File: src/rtl/noc_flit_deserializer_rx.sv
// Router-port flit receiver: buffers credit-governed flits and reassembles
// SERIALIZATION_FACTOR flits per AXI-Stream beat. Optional macro: NOC_DESER_DEST_CHECK_EN.
module noc_flit_deserializer_rx #(
    parameter int TDATA_WIDTH          = 32,
    parameter int TDEST_WIDTH          = 4,
    parameter int TID_WIDTH            = 2,
    parameter int SERIALIZATION_FACTOR = 2,
    parameter int FLIT_BUFFER_DEPTH    = 8,
    parameter int FLIT_WIDTH           = TDATA_WIDTH / SERIALIZATION_FACTOR,
    parameter int DEST_WIDTH           = TDEST_WIDTH + TID_WIDTH
) (
    input  logic                   clk_noc,
    input  logic                   rst_n,
    input  logic [FLIT_WIDTH-1:0]  data_in,
    input  logic [DEST_WIDTH-1:0]  dest_in,
    input  logic                   is_tail_in,
    input  logic                   send_in,
    output logic                   credit_out,
    output logic                   axis_out_tvalid,
    input  logic                   axis_out_tready,
    output logic [TDATA_WIDTH-1:0] axis_out_tdata,
    output logic                   axis_out_tlast,
    output logic [TID_WIDTH-1:0]   axis_out_tid,
    output logic [TDEST_WIDTH-1:0] axis_out_tdest,
    output logic                   overflow_err,
    output logic                   dest_err
);

    localparam int ENTRY_W = FLIT_WIDTH + DEST_WIDTH + 1;
    localparam int PTR_W   = (FLIT_BUFFER_DEPTH > 1) ? $clog2(FLIT_BUFFER_DEPTH) : 1;
    localparam int CNT_W   = $clog2(FLIT_BUFFER_DEPTH + 1);
    localparam int BEAT_W  = (SERIALIZATION_FACTOR > 1) ? $clog2(SERIALIZATION_FACTOR) : 1;

    localparam logic [PTR_W-1:0]  PTR_LAST  = PTR_W'(FLIT_BUFFER_DEPTH - 1);
    localparam logic [CNT_W-1:0]  FIFO_FULL = CNT_W'(FLIT_BUFFER_DEPTH);
    localparam logic [BEAT_W-1:0] BEAT_LAST = BEAT_W'(SERIALIZATION_FACTOR - 1);

    logic [ENTRY_W-1:0]     r_mem [FLIT_BUFFER_DEPTH];
    logic [PTR_W-1:0]       r_wr_ptr;
    logic [PTR_W-1:0]       r_rd_ptr;
    logic [CNT_W-1:0]       r_count;
    logic [BEAT_W-1:0]      r_beat;
    logic [TDATA_WIDTH-1:0] r_asm;
    logic [DEST_WIDTH-1:0]  r_cap_dest;

    logic                   r_tvalid;
    logic [TDATA_WIDTH-1:0] r_tdata;
    logic                   r_tlast;
    logic [TID_WIDTH-1:0]   r_tid;
    logic [TDEST_WIDTH-1:0] r_tdest;
    logic                   r_credit;
    logic                   r_overflow;

    logic                   w_empty;
    logic                   w_full;
    logic [FLIT_WIDTH-1:0]  w_head_data;
    logic [DEST_WIDTH-1:0]  w_head_dest;
    logic                   w_head_tail;
    logic                   w_final;
    logic                   w_pop;
    logic                   w_wr;
    logic                   w_ovf;
    logic [TDATA_WIDTH-1:0] w_beat_data;
    logic [DEST_WIDTH-1:0]  w_beat_dest;

    assign w_empty = (r_count == '0);
    assign w_full  = (r_count == FIFO_FULL);
    assign {w_head_tail, w_head_dest, w_head_data} = r_mem[r_rd_ptr];

    // A beat closes on the last slice or on an early tail; only closing flits wait on AXIS.
    assign w_final = (r_beat == BEAT_LAST) || w_head_tail;
    assign w_pop   = !w_empty && (!w_final || !r_tvalid || axis_out_tready);
    assign w_wr    = send_in && (!w_full || w_pop);
    assign w_ovf   = send_in && w_full && !w_pop;

    assign w_beat_dest = (r_beat == '0) ? w_head_dest : r_cap_dest;

    always_comb begin
        w_beat_data = r_asm;
        w_beat_data[int'(r_beat)*FLIT_WIDTH +: FLIT_WIDTH] = w_head_data;
    end

    always_ff @(posedge clk_noc) begin
        if (w_wr) begin
            r_mem[r_wr_ptr] <= {is_tail_in, dest_in, data_in};
        end
    end

    always_ff @(posedge clk_noc) begin
        if (!rst_n) begin
            r_wr_ptr   <= '0;
            r_rd_ptr   <= '0;
            r_count    <= '0;
            r_beat     <= '0;
            r_asm      <= '0;
            r_cap_dest <= '0;
            r_tvalid   <= 1'b0;
            r_tdata    <= '0;
            r_tlast    <= 1'b0;
            r_tid      <= '0;
            r_tdest    <= '0;
            r_credit   <= 1'b0;
            r_overflow <= 1'b0;
        end else begin
            if (w_wr) begin
                r_wr_ptr <= (r_wr_ptr == PTR_LAST) ? '0 : r_wr_ptr + 1'b1;
            end
            if (w_pop) begin
                r_rd_ptr <= (r_rd_ptr == PTR_LAST) ? '0 : r_rd_ptr + 1'b1;
            end
            case ({w_wr, w_pop})
                2'b10:   r_count <= r_count + 1'b1;
                2'b01:   r_count <= r_count - 1'b1;
                default: r_count <= r_count;
            endcase

            r_credit <= w_pop;
            if (w_ovf) begin
                r_overflow <= 1'b1;
            end

            if (w_pop && !w_final) begin
                r_asm  <= w_beat_data;
                r_beat <= r_beat + 1'b1;
                if (r_beat == '0) begin
                    r_cap_dest <= w_head_dest;
                end
            end

            // Output register reloads only when empty or being consumed, so it holds under backpressure.
            if (w_pop && w_final) begin
                r_tvalid <= 1'b1;
                r_tdata  <= w_beat_data;
                r_tlast  <= w_head_tail;
                r_tid    <= w_beat_dest[DEST_WIDTH-1:TDEST_WIDTH];
                r_tdest  <= w_beat_dest[TDEST_WIDTH-1:0];
                r_beat   <= '0;
                r_asm    <= '0;
            end else if (axis_out_tready) begin
                r_tvalid <= 1'b0;
            end
        end
    end

`ifdef NOC_DESER_DEST_CHECK_EN
    logic r_dest_err;

    always_ff @(posedge clk_noc) begin
        if (!rst_n) begin
            r_dest_err <= 1'b0;
        end else if (w_pop && (r_beat != '0) && (w_head_dest != r_cap_dest)) begin
            r_dest_err <= 1'b1;
        end
    end

    assign dest_err = r_dest_err;
`else
    assign dest_err = 1'b0;
`endif

    assign credit_out      = r_credit;
    assign axis_out_tvalid = r_tvalid;
    assign axis_out_tdata  = r_tdata;
    assign axis_out_tlast  = r_tlast;
    assign axis_out_tid    = r_tid;
    assign axis_out_tdest  = r_tdest;
    assign overflow_err    = r_overflow;

endmodule
File: config.mk
export PLATFORM = sky130hd
export DESIGN_NAME = noc_flit_deserializer_rx
export DESIGN_NICKNAME = d
export VERILOG_FILES = /design/src/rtl/noc_flit_deserializer_rx.sv
export SDC_FILE = /design/constraint.sdc
export NUM_CORES = 1
export LEC_CHECK = 0
export ABC_AREA = 1
export CELL_PAD_IN_SITES_DETAIL_PLACEMENT = 1
export CELL_PAD_IN_SITES_GLOBAL_PLACEMENT = 1
export CORE_MARGIN = 2
export CORE_UTILIZATION = 54
export DETAILED_ROUTE_END_ITERATION = 8
export DONT_BUFFER_PORTS = 1
export HOLD_SLACK_MARGIN = 0.05
export PLACE_DENSITY_LB_ADDON = 0.25
export SYNTH_ARGS = -nofsm -noshare
export SYNTH_HDL_FRONTEND = slang
export SYNTH_SLANG_ARGS = --single-unit
File: constraint.sdc
create_clock -name clk_noc -period 7.3 [get_ports clk_noc]
set_clock_uncertainty 0.1 [all_clocks]
set_input_delay 1.095 -clock clk_noc [delete_from_list [all_inputs] [get_ports clk_noc]]
set_output_delay 1.095 -clock clk_noc [all_outputs]
set_load 0.05 [all_outputs]
==> run metrics, run 1 <==
routed wire length=27200 um; P per Cell Area=456 mW/mm2; flops & latches, synth=278; Final Cell Area=0.0119 mm2; Post-Route Utilization=0.611; r2r setup slk=3690 ps; max_cap viols=0; Die X=145 um; Syn Nets=1016; CP arrival=3890 ps; Synth Cell Area=0.0108 mm2; Std-Cell Rows=51; placed inst area=0.0110 mm2; Top FF cell, synth=edfxtp_1; Overall Power=5440 uW; GR Overflow Total=0; CTS Buffer Depth=3; synth cell count leaders=edfxtp_1 (184), nand2_1 (157), o21ai_0 (129); Async SR Flop Fraction=0; most common cell in the netlist=edfxtp_1; number of flops mapped to enable cells by yosys=184; top cells by area, synth=edfxtp_1 (51%), dfxtp_1 (17%), o21ai_0 (6.0%); DPL Wire Length=16000 um; CTS H-Tree Depth=1; Post-route DRC=0; Crit Reg-Reg Endpoint=r_asm[23]; Yosys cell types=34; root buffer cell=clkbuf_16; crit path kind=reg2reg; Cells after DPL=1204; DRT iter0 DRCs=400; Final ANT Viol Nets=0; Synth warnings=0; Syn Area/Cell=10.9 um2; area leader, netlist=edfxtp_1; GP Congestion=0.758; CTS clk-pin slew, worst paths=60 ps; WP data required=7580 ps; Hold WC Path Type=reg2reg; gr usage total=0.258; Cells after Synth=984; initial core utilization=0.551; total negative setup slack=0 ps; Die H=145 um; Hold Buf Count CTS=0; vias=7407; Leakage=0.00405 uW; Hold Path Sink=r_asm[26]; Ports=70; layout cells sized above 1=0.0857; sequential share of the synthesized area=0.688; peak supply drop=0.235 mV; antenna cells=0; Max Clk Rate=0.277 GHz; Core ar.=0.0195 mm2; Die Area=0.0211 mm2; Avg Vias per Cell=5.89; CP max FO=47; worst rel slew slack=0.249; nets=1002; WL/cell=21.6 um; initial antenna violation count=0; fin crit share=0.495; min cycle time layout=3610 ps; vias in the first global route=7745; max-slew violation count=0; Worst-Skew Late Latency=550 ps; CTS Sinks=278; outcome=completed; buffers added on ports=0; hold path depth=2; register area=0.00741 mm2; Final Hold Viols=0; Cell Count, Final, Fillers Out=1257; CTS resizes=0; first-pass GRT wire length=43000 um; area of the multi-input gates=0.00289 mm2; DR pass1 iterations=5; final setup fails=0; share of the synthesized area in the top cell type=0.513; pin count of the biggest net entering global routing=69; Post-CTS Setup Inserts=0; Layout area overhead=10.8%; Worst Hold Launch=r_asm[26]; reg2reg path depth=13; CP Launch Type=flop; RSZ-0062 raised after global routing=no; clock buffer count from CTS=29; CTS tree=done; crit end category=flop; fillers=2032; Worst-Margin Slew=1120 ps
## worst max-delay path, cell delays in order, from the launching register on
cell      delay, ps
dfxtp_1         320
buf_4           410
clkinv_1        160
buf_4           320
nand3_1         150
nand3_1          90
nand2_2         130
nand2_4          90
nand2_4         130
nand2_4          80
inv_4           100
nand2_4         240
nand2_1         930
nor2_1          100
## cell families (layout without fill, tap and decap cells)
logic type               count (synthesis)  count (layout)  share of synthesized area
AO/OA/AOI/OAI                          268             268                      0.142
AND/OR/NAND/NOR                        315             315                      0.117
XOR/XNOR                                 1               1                   0.000814
buffers and inverters                  116             124                     0.0457
other                                    1               1                   0.000348
adder cells (fa/ha/maj)                  5               5                    0.00581
flip-flops                             278             278                      0.688
## layout make-up
type	instances	share of cell area
clock buffers	37	0.0676
clock inverters	16	0.0132
inverters	54	0.0172
multi-input cells	590	0.242
flip-flops and latches	278	0.621
well taps	265	0.0278
repair buffers	17	0.0107
## metrics by stage
stage / hold WS [ps] / setup slack, ps
after floorplan: 308 / 4210
after global placement: 315 / 3830
after detailed placement: 319 / 3720
after CTS: 328 / 3690
after global routing: 340 / 3310
final: 328 / 3690
## routing by layer
metal	vias up	track usage	part of all wire
met4	0	0.0897	0.027
met5	-	0	0
met1	3684	0.332	0.41
met2	234	0.443	0.50
met3	63	0.0469	0.062
li1	3426	-	-
## report_power, final
| part | total [uW] | leakage, uW | switching [uW] | internal [uW] |
|---|---|---|---|---|
| sequential | 2270 | 0.00244 | 390 | 1880 |
| clock | 1480 | 0.000482 | 595 | 882 |
| combinational | 1700 | 0.00112 | 1260 | 433 |
| total | 5440 | 0.00405 | 2250 | 3190 |
## placed cells by master (no fill, tap or decap)
master     count
clkbuf_1       3
buf_4         17
bufinv_16      3
clkinv_1       6
conb_1         1
ha_1           5
o21ai_0      129
inv_2          2
nand3_1       20
inv_6          2
o221ai_1      28
xor2_1         1
edfxtp_1     184
nor2_2         8
o31ai_1        1
a21oi_2        3
nand3_2        1
inv_1         49
nor3b_1        1
nand2_1      157
inv_4          1
clkbuf_16     29
nand4_1        4
a21oi_1       61
dfxtp_2        2
o21ai_1       10
o211a_1        1
o22ai_1       16
nand2_2        1
clkinv_2       7
and3_1         1
a31oi_1        2
nor2_1       118
o211ai_1      16
dfxtp_1       92
o21a_1         1
clkbuf_8       5
nand2_4        4
## worst max path at each step
stage               startpoint     endpoint  slack, ps  cells after the start
2_1_floorplan  axis_out_tready  r_mem[1][0]       4210                      6
3_3_place_gp              flop     r_asm[5]       3830                     13
3_5_place_dp              flop    r_asm[17]       3720                     13
4_1_cts                   flop    r_asm[23]       3690                     13
5_1_grt                   flop    r_asm[13]       3310                     13
6_report                  flop    r_asm[23]       3690                     13
## sequential cells by signal, indices dropped and copies added, names as in the netlist, 2 cells and up, named ones only
signal / flops
axis_out_tdata: 32
r_wr_ptr: 3
r_cap_dest: 6
r_asm: 32
r_mem: 184
r_count: 4
r_rd_ptr: 3
axis_out_tid: 2
axis_out_tdest: 4
No activity file was read; power rests on OpenSTA's default activity.
==> run 2: changes to the inputs <==
Settings changed: CORE_UTILIZATION 54 to 45.
Clock period 7.3 ns to 3.2 ns, I/O delays scaled along.
==> run 2 against run 1 <==
  * Setup slack lost 3300 ps
  * Die area rose by 19%
  * Clock power up 120%
  * Combinational power is 140% higher
  * Fmax is 29% higher
  * Routed wire length grew 5.3%
  * First-iteration DRC count is 32% higher
  * Via count up 1.3%
  * Hold slack lost 210 ps
  * Count of clock-buffer cells in the layout up 8
==> run metrics, run 2 (synthesized netlist as in run 1, its figures left out) <==
total negative setup slack=0 ps (unchanged); Layout area overhead=14.2% (was 10.8%); Avg Vias per Cell=5.58 (was 5.89); CP arrival=2920 ps (was 3890 ps); CTS clk-pin slew, worst paths=60 ps (about the same); critical path's top delay family=simple AND/OR/NAND/NOR gates (unchanged); reg2reg path depth=12 (was 13); CP Launch Type=flop (unchanged); buffers added on ports=0 (unchanged); WP depth=12 (was 13); GR Overflow Total=0 (unchanged); max-slew violation count=0 (unchanged); crit end category=flop (unchanged); WL/cell=21.3 um (was 21.6 um); end of the critical path=r_mem[5][9] (was r_asm[23]); routed wire length=28600 um (was 27200 um); CTS Sinks=278 (unchanged); Std-Cell Rows=56 (was 51); crit path kind=reg2reg (unchanged); initial antenna violation count=1 (was 0); max_cap viols=0 (unchanged); Hold WC Path Type=in2reg (was reg2reg); Post-route DRC=0 (unchanged); r2r setup slk=400 ps (was 3690 ps); vias=7506 (was 7407); nets=1036 (was 1002); antenna cells=0 (unchanged); DPL Wire Length=18200 um (was 16000 um); pin count of the biggest net entering global routing=65 (was 69); Overall Power=12600 uW (was 5440 uW); GP Congestion=0.825 (was 0.758); RSZ-0062 raised after global routing=no (unchanged); WHS=122 ps (was 328 ps); Worst-Margin Slew=808 ps (was 1120 ps); CTS tree=done (unchanged); Die Area=0.0252 mm2 (was 0.0211 mm2); final setup fails=0 (unchanged); Ports=70 (unchanged); Final ANT Viol Nets=0 (unchanged); most frequent cells in the layout=edfxtp_1 (184), nand2_1 (157), o21ai_0 (129) (unchanged); DR pass1 iterations=5 (unchanged); CTS resizes=0 (unchanged); Post-CTS Setup Inserts=0 (unchanged); met1 Use GR=0.319 (was 0.332); WP data required=3320 ps (was 7580 ps); Die H=159 um (was 145 um); CTS Buffer Depth=3 (unchanged); largest reg by FF count=r_mem (unchanged); max reg flops=184 (unchanged); DRT iter0 DRCs=526 (was 400); vias in the first global route=7596 (was 7745); min cycle time layout=2800 ps (was 3610 ps); Leakage=0.00418 uW (was 0.00405 uW); CP max FO=23 (was 47); critical-path cell list=inv_2 > nand2_1 > nand3_1 > nand3_1 > nand2_2 > nand2_4 > nand4_1 > nand2_1 > nor2_1 > inv_1 > nor2_2 > buf_4 (was buf_4 > clkinv_1 > buf_4 > nand3_1 > nand3_1 > nand2_2 > nand2_4 > nand2_4 > nand2_4 > inv_4 > nand2_4 > nand2_1 > nor2_1); root buffer cell=clkbuf_16 (unchanged); Hold Buf Count CTS=24 (was 0); fin crit share=0.876 (was 0.495); CTS H-Tree Depth=1 (unchanged); Final Cell Area=0.0123 mm2 (was 0.0119 mm2); gr usage total=0.232 (was 0.258); met2 Use GR=0.388 (was 0.443); worst rel slew slack=0.456 (was 0.249); Die X=159 um (was 145 um); placed inst area=0.0111 mm2 (was 0.0110 mm2); met3 global-route usage=0.0338 (was 0.0469); peak supply drop=0.585 mV (was 0.235 mV); first-pass GRT wire length=44200 um (was 43000 um); initial core utilization=0.459 (was 0.551); layout cells sized above 1=0.0878 (was 0.0857); slowest stage delay, CP=440 ps (was 930 ps); clock buffer count from CTS=29 (unchanged); P per Cell Area=1020 mW/mm2 (was 456 mW/mm2); Worst-Skew Late Latency=560 ps (was 550 ps); CP max-delay cell=dfxtp_2 (was nand2_1); busiest grt layer=met2 (unchanged); Core ar.=0.0235 mm2 (was 0.0195 mm2); Max Clk Rate=0.357 GHz (was 0.277 GHz); Crit Reg-Reg Endpoint=r_mem[5][9] (was r_asm[23]); WP buf/inv=3 (was 4); commonest non-fill, non-tap cell in the layout=edfxtp_1 (unchanged); outcome=completed (unchanged); Final Hold Viols=0 (unchanged)
-- run 2: final cells by class --
type,instances,area (um2)
fill,2472,11200
sequential,278,7410
multi-input combinational,590,2890
clock buffer,45,836
timing repair buffer,51,455
tap,319,399
inverter,54,205
clock inverter,7,100
-- run 2: worst min path at each step --
stage,start,endpoint,slack [ps],depth (start not counted)
detailed placement,r_asm[21],r_asm[21],320,2
CTS,send_in,r_wr_ptr[2],90,2
global placement,r_asm[20],r_asm[20],320,2
global route,send_in,r_wr_ptr[2],140,2
finish,send_in,r_wr_ptr[2],120,2
floorplan,r_asm[16],r_asm[16],310,2
-- run 2: metal layers --
layer,vias to the layer above,share of wire
li1,3495,-
met1,3770,0.44
met2,200,0.49
met3,39,0.057
met4,2,0.020
met5,-,0.00045
-- run 2: report_power, final --
| group | total, uW | leakage [uW] | internal (uW) | switching [uW] |
|---|---|---|---|---|
| logic | 4120 | 0.00128 | 1090 | 3030 |
| registers | 5140 | 0.00244 | 4280 | 858 |
| clock network | 3310 | 0.000460 | 1950 | 1360 |
| total | 12600 | 0.00418 | 7320 | 5250 |
-- run 2: worst reg2reg max path: stages (launching register included) --
cell     delay (ps)
dfxtp_2         440
inv_2           270
nand2_1          80
nand3_1          80
nand3_1         100
nand2_2         140
nand2_4          90
nand4_1         230
nand2_1         200
nor2_1          130
inv_1           130
nor2_2          120
buf_4           350
-- run 2: stage by stage --
step	worst slack, ps	std cells	utilization
finish	396	1344	0.524
floorplan	410	984	-
CTS	343	1344	0.524
global route	158	1344	0.524
detailed placement	376	1268	0.474
global placement	470	1268	0.474
==> run 3: changes to the inputs <==
Settings changed: CORE_UTILIZATION 45 to 54, MAX_ROUTING_LAYER from default to met4, REMOVE_ABC_BUFFERS from default to 1.
Clock period 3.2 ns to 3.5 ns, I/O delays scaled along.
==> run 3 against run 2 <==
  * Power is 8.0% lower
  * Non-clock buffer count is 1 higher
  * Sequential share of layout area is 0.26 points higher
  * Clock power is 8.5% lower
  * Critical endpoint is now r_mem[1][16]
  * Highest routed layer is now met4
==> run metrics, run 3 (synthesized netlist as in run 1, its figures left out) <==
outcome=completed (unchanged); hold path depth=2 (unchanged); Std-Cell Rows=51 (was 56); WL/cell=23.0 um (was 21.3 um); min cycle time layout=3210 ps (was 2800 ps); final setup fails=0 (unchanged); Worst Hold Launch=rst_n (was send_in); CTS H-Tree Depth=1 (unchanged); critical-path cell list=buf_4 > clkinv_1 > nand3_1 > nand3_1 > nand2_2 > nand2_4 > nand4_1 > nand2_1 > nor2_1 > inv_1 > nor2_2 > buf_4 (was inv_2 > nand2_1 > nand3_1 > nand3_1 > nand2_2 > nand2_4 > nand4_1 > nand2_1 > nor2_1 > inv_1 > nor2_2 > buf_4); Seq pwr share=0.406 (was 0.409); Leakage=0.00419 uW (was 0.00418 uW); vias in the first global route=8399 (was 7596); WHS=147 ps (was 122 ps); placed inst area=0.0111 mm2 (about the same); crit path kind=reg2reg (unchanged); r2r setup slk=290 ps (was 400 ps); CTS Sinks=278 (unchanged); Crit Reg-Reg Endpoint=r_mem[1][16] (was r_mem[5][9]); Final Cell Area=0.0122 mm2 (was 0.0123 mm2); GP Congestion=0.809 (was 0.825); initial core utilization=0.551 (was 0.459); Die X=145 um (was 159 um); layout cells sized above 1=0.0906 (was 0.0878); CP arrival=3340 ps (was 2920 ps); WP data required=3630 ps (was 3320 ps); CP max-delay cell=nor2_2 (was dfxtp_2); Avg Vias per Cell=5.97 (was 5.58); Post-route DRC=0 (unchanged); vias=7709 (was 7506); Hold WC Path Type=in2reg (unchanged); Final Hold Viols=0 (unchanged); Cell Count, Final, Fillers Out=1292 (was 1344); Worst-Margin Slew=855 ps (was 808 ps); CTS clk-pin slew, worst paths=60 ps (about the same); max-slew violation count=0 (unchanged); commonest non-fill, non-tap cell in the layout=edfxtp_1 (unchanged); crit end category=flop (unchanged); CP Launch Type=flop (unchanged); slowest stage delay, CP=610 ps (was 440 ps); first-pass GRT wire length=46200 um (was 44200 um); Worst-Skew Late Latency=550 ps (was 560 ps); DPL Wire Length=17400 um (was 18200 um); WP buf/inv=4 (was 3); root buffer cell=clkbuf_16 (unchanged); pin count of the biggest net entering global routing=69 (was 65); DRT iter0 DRCs=676 (was 526); largest reg by FF count=r_mem (unchanged); nets=1037 (was 1036); fin crit share=0.917 (was 0.876); clock buffer count from CTS=29 (unchanged); switching share of power=0.422 (was 0.417); peak supply drop=0.562 mV (was 0.585 mV); Cells after DPL=1215 (was 1268); Die H=145 um (was 159 um); DR pass1 iterations=5 (unchanged); initial antenna violation count=0 (was 1); routed wire length=29700 um (was 28600 um); Int Pwr=6690 uW (was 7320 uW); worst rel slew slack=0.429 (was 0.456); gr usage total=0.289 (was 0.232); WP depth=12 (unchanged); Clk pwr share=0.262 (was 0.263); Core ar.=0.0195 mm2 (was 0.0235 mm2); reg2reg path depth=12 (unchanged); Ports=70 (unchanged); GR Overflow Total=0 (unchanged); CTS tree=done (unchanged); most frequent cells in the layout=edfxtp_1 (184), nand2_1 (157), o21ai_0 (129) (unchanged); RSZ-0062 raised after global routing=no (unchanged); Max Clk Rate=0.312 GHz (was 0.357 GHz); Layout area overhead=13.7% (was 14.2%); Switch Pwr=4880 uW (was 5250 uW); Final ANT Viol Nets=0 (unchanged); CP max FO=19 (was 23); antenna cells=0 (unchanged); critical path's top delay family=simple AND/OR/NAND/NOR gates (unchanged); Die Area=0.0211 mm2 (was 0.0252 mm2); CTS Buffer Depth=3 (unchanged); setup ws final=292 ps (was 396 ps); DP Worst Slack=358 ps (was 376 ps); max reg flops=184 (unchanged); P per Cell Area=945 mW/mm2 (was 1020 mW/mm2); max_cap viols=0 (unchanged); buffers added on ports=0 (unchanged); combinational share of power=0.333 (was 0.328); Overall Power=11600 uW (was 12600 uW)
-- run 3: per-layer routing --
layer,vias up,global-route usage,routed length (um)
met1,3850,0.342,11600
met3,77,0.0431,1650
met2,270,0.501,15400
li1,3512,-,-
met5,-,-,0
met4,0,0.108,1030
-- run 3: through the flow --
step / utilization / TNS, ps
2_1_floorplan: - / -201220
3_3_place_gp: 0.567 / 0
3_5_place_dp: 0.567 / 0
4_1_cts: 0.627 / 0
5_1_grt: 0.627 / 0
6_report: 0.627 / 0
-- run 3: layout make-up --
type	instances	area (um2)
sequential	278	7410
clock buffer	36	772
timing repair buffer	52	475
multi-input combinational	590	2890
tap	265	332
fill	2038	7290
clock inverter	17	158
inverter	54	205
-- run 3: worst max-delay path by stage --
stage	from	endpoint	slack, ps
after CTS	flop	r_mem[1][3]	270
after global routing	flop	r_mem[1][16]	120
after global placement	flop	r_mem[1][9]	620
after floorplan	flop	r_asm[0]	-890
after detailed placement	flop	r_mem[1][9]	360
final	flop	r_mem[1][16]	290
-- run 3: what timing repair did --
action                                 4_1_cts  5_1_grt
endpoints found under the hold margin      200        0
hold buffers                                24        0
resized for setup                            0        0
buffers inserted                             0        0
-- run 3: worst register-to-register path: stages (launching register included) --
cell      delay, ps
dfxtp_1         320
buf_4           230
clkinv_1        190
nand3_1         140
nand3_1         110
nand2_2         130
nand2_4          80
nand4_1         150
nand2_1         170
nor2_1          140
inv_1           150
nor2_2          610
buf_4           380
-- run 3: power groups by stage --
stage | sequential (uW) | combinational (uW) | clock (uW)
global placement | 4730 | 3480 | 0
CTS | 4690 | 3810 | 3050
global route | 4730 | 4240 | 3170
finish | 4690 | 3850 | 3030
floorplan | 4880 | 2130 | 0
detailed placement | 4750 | 3650 | 0
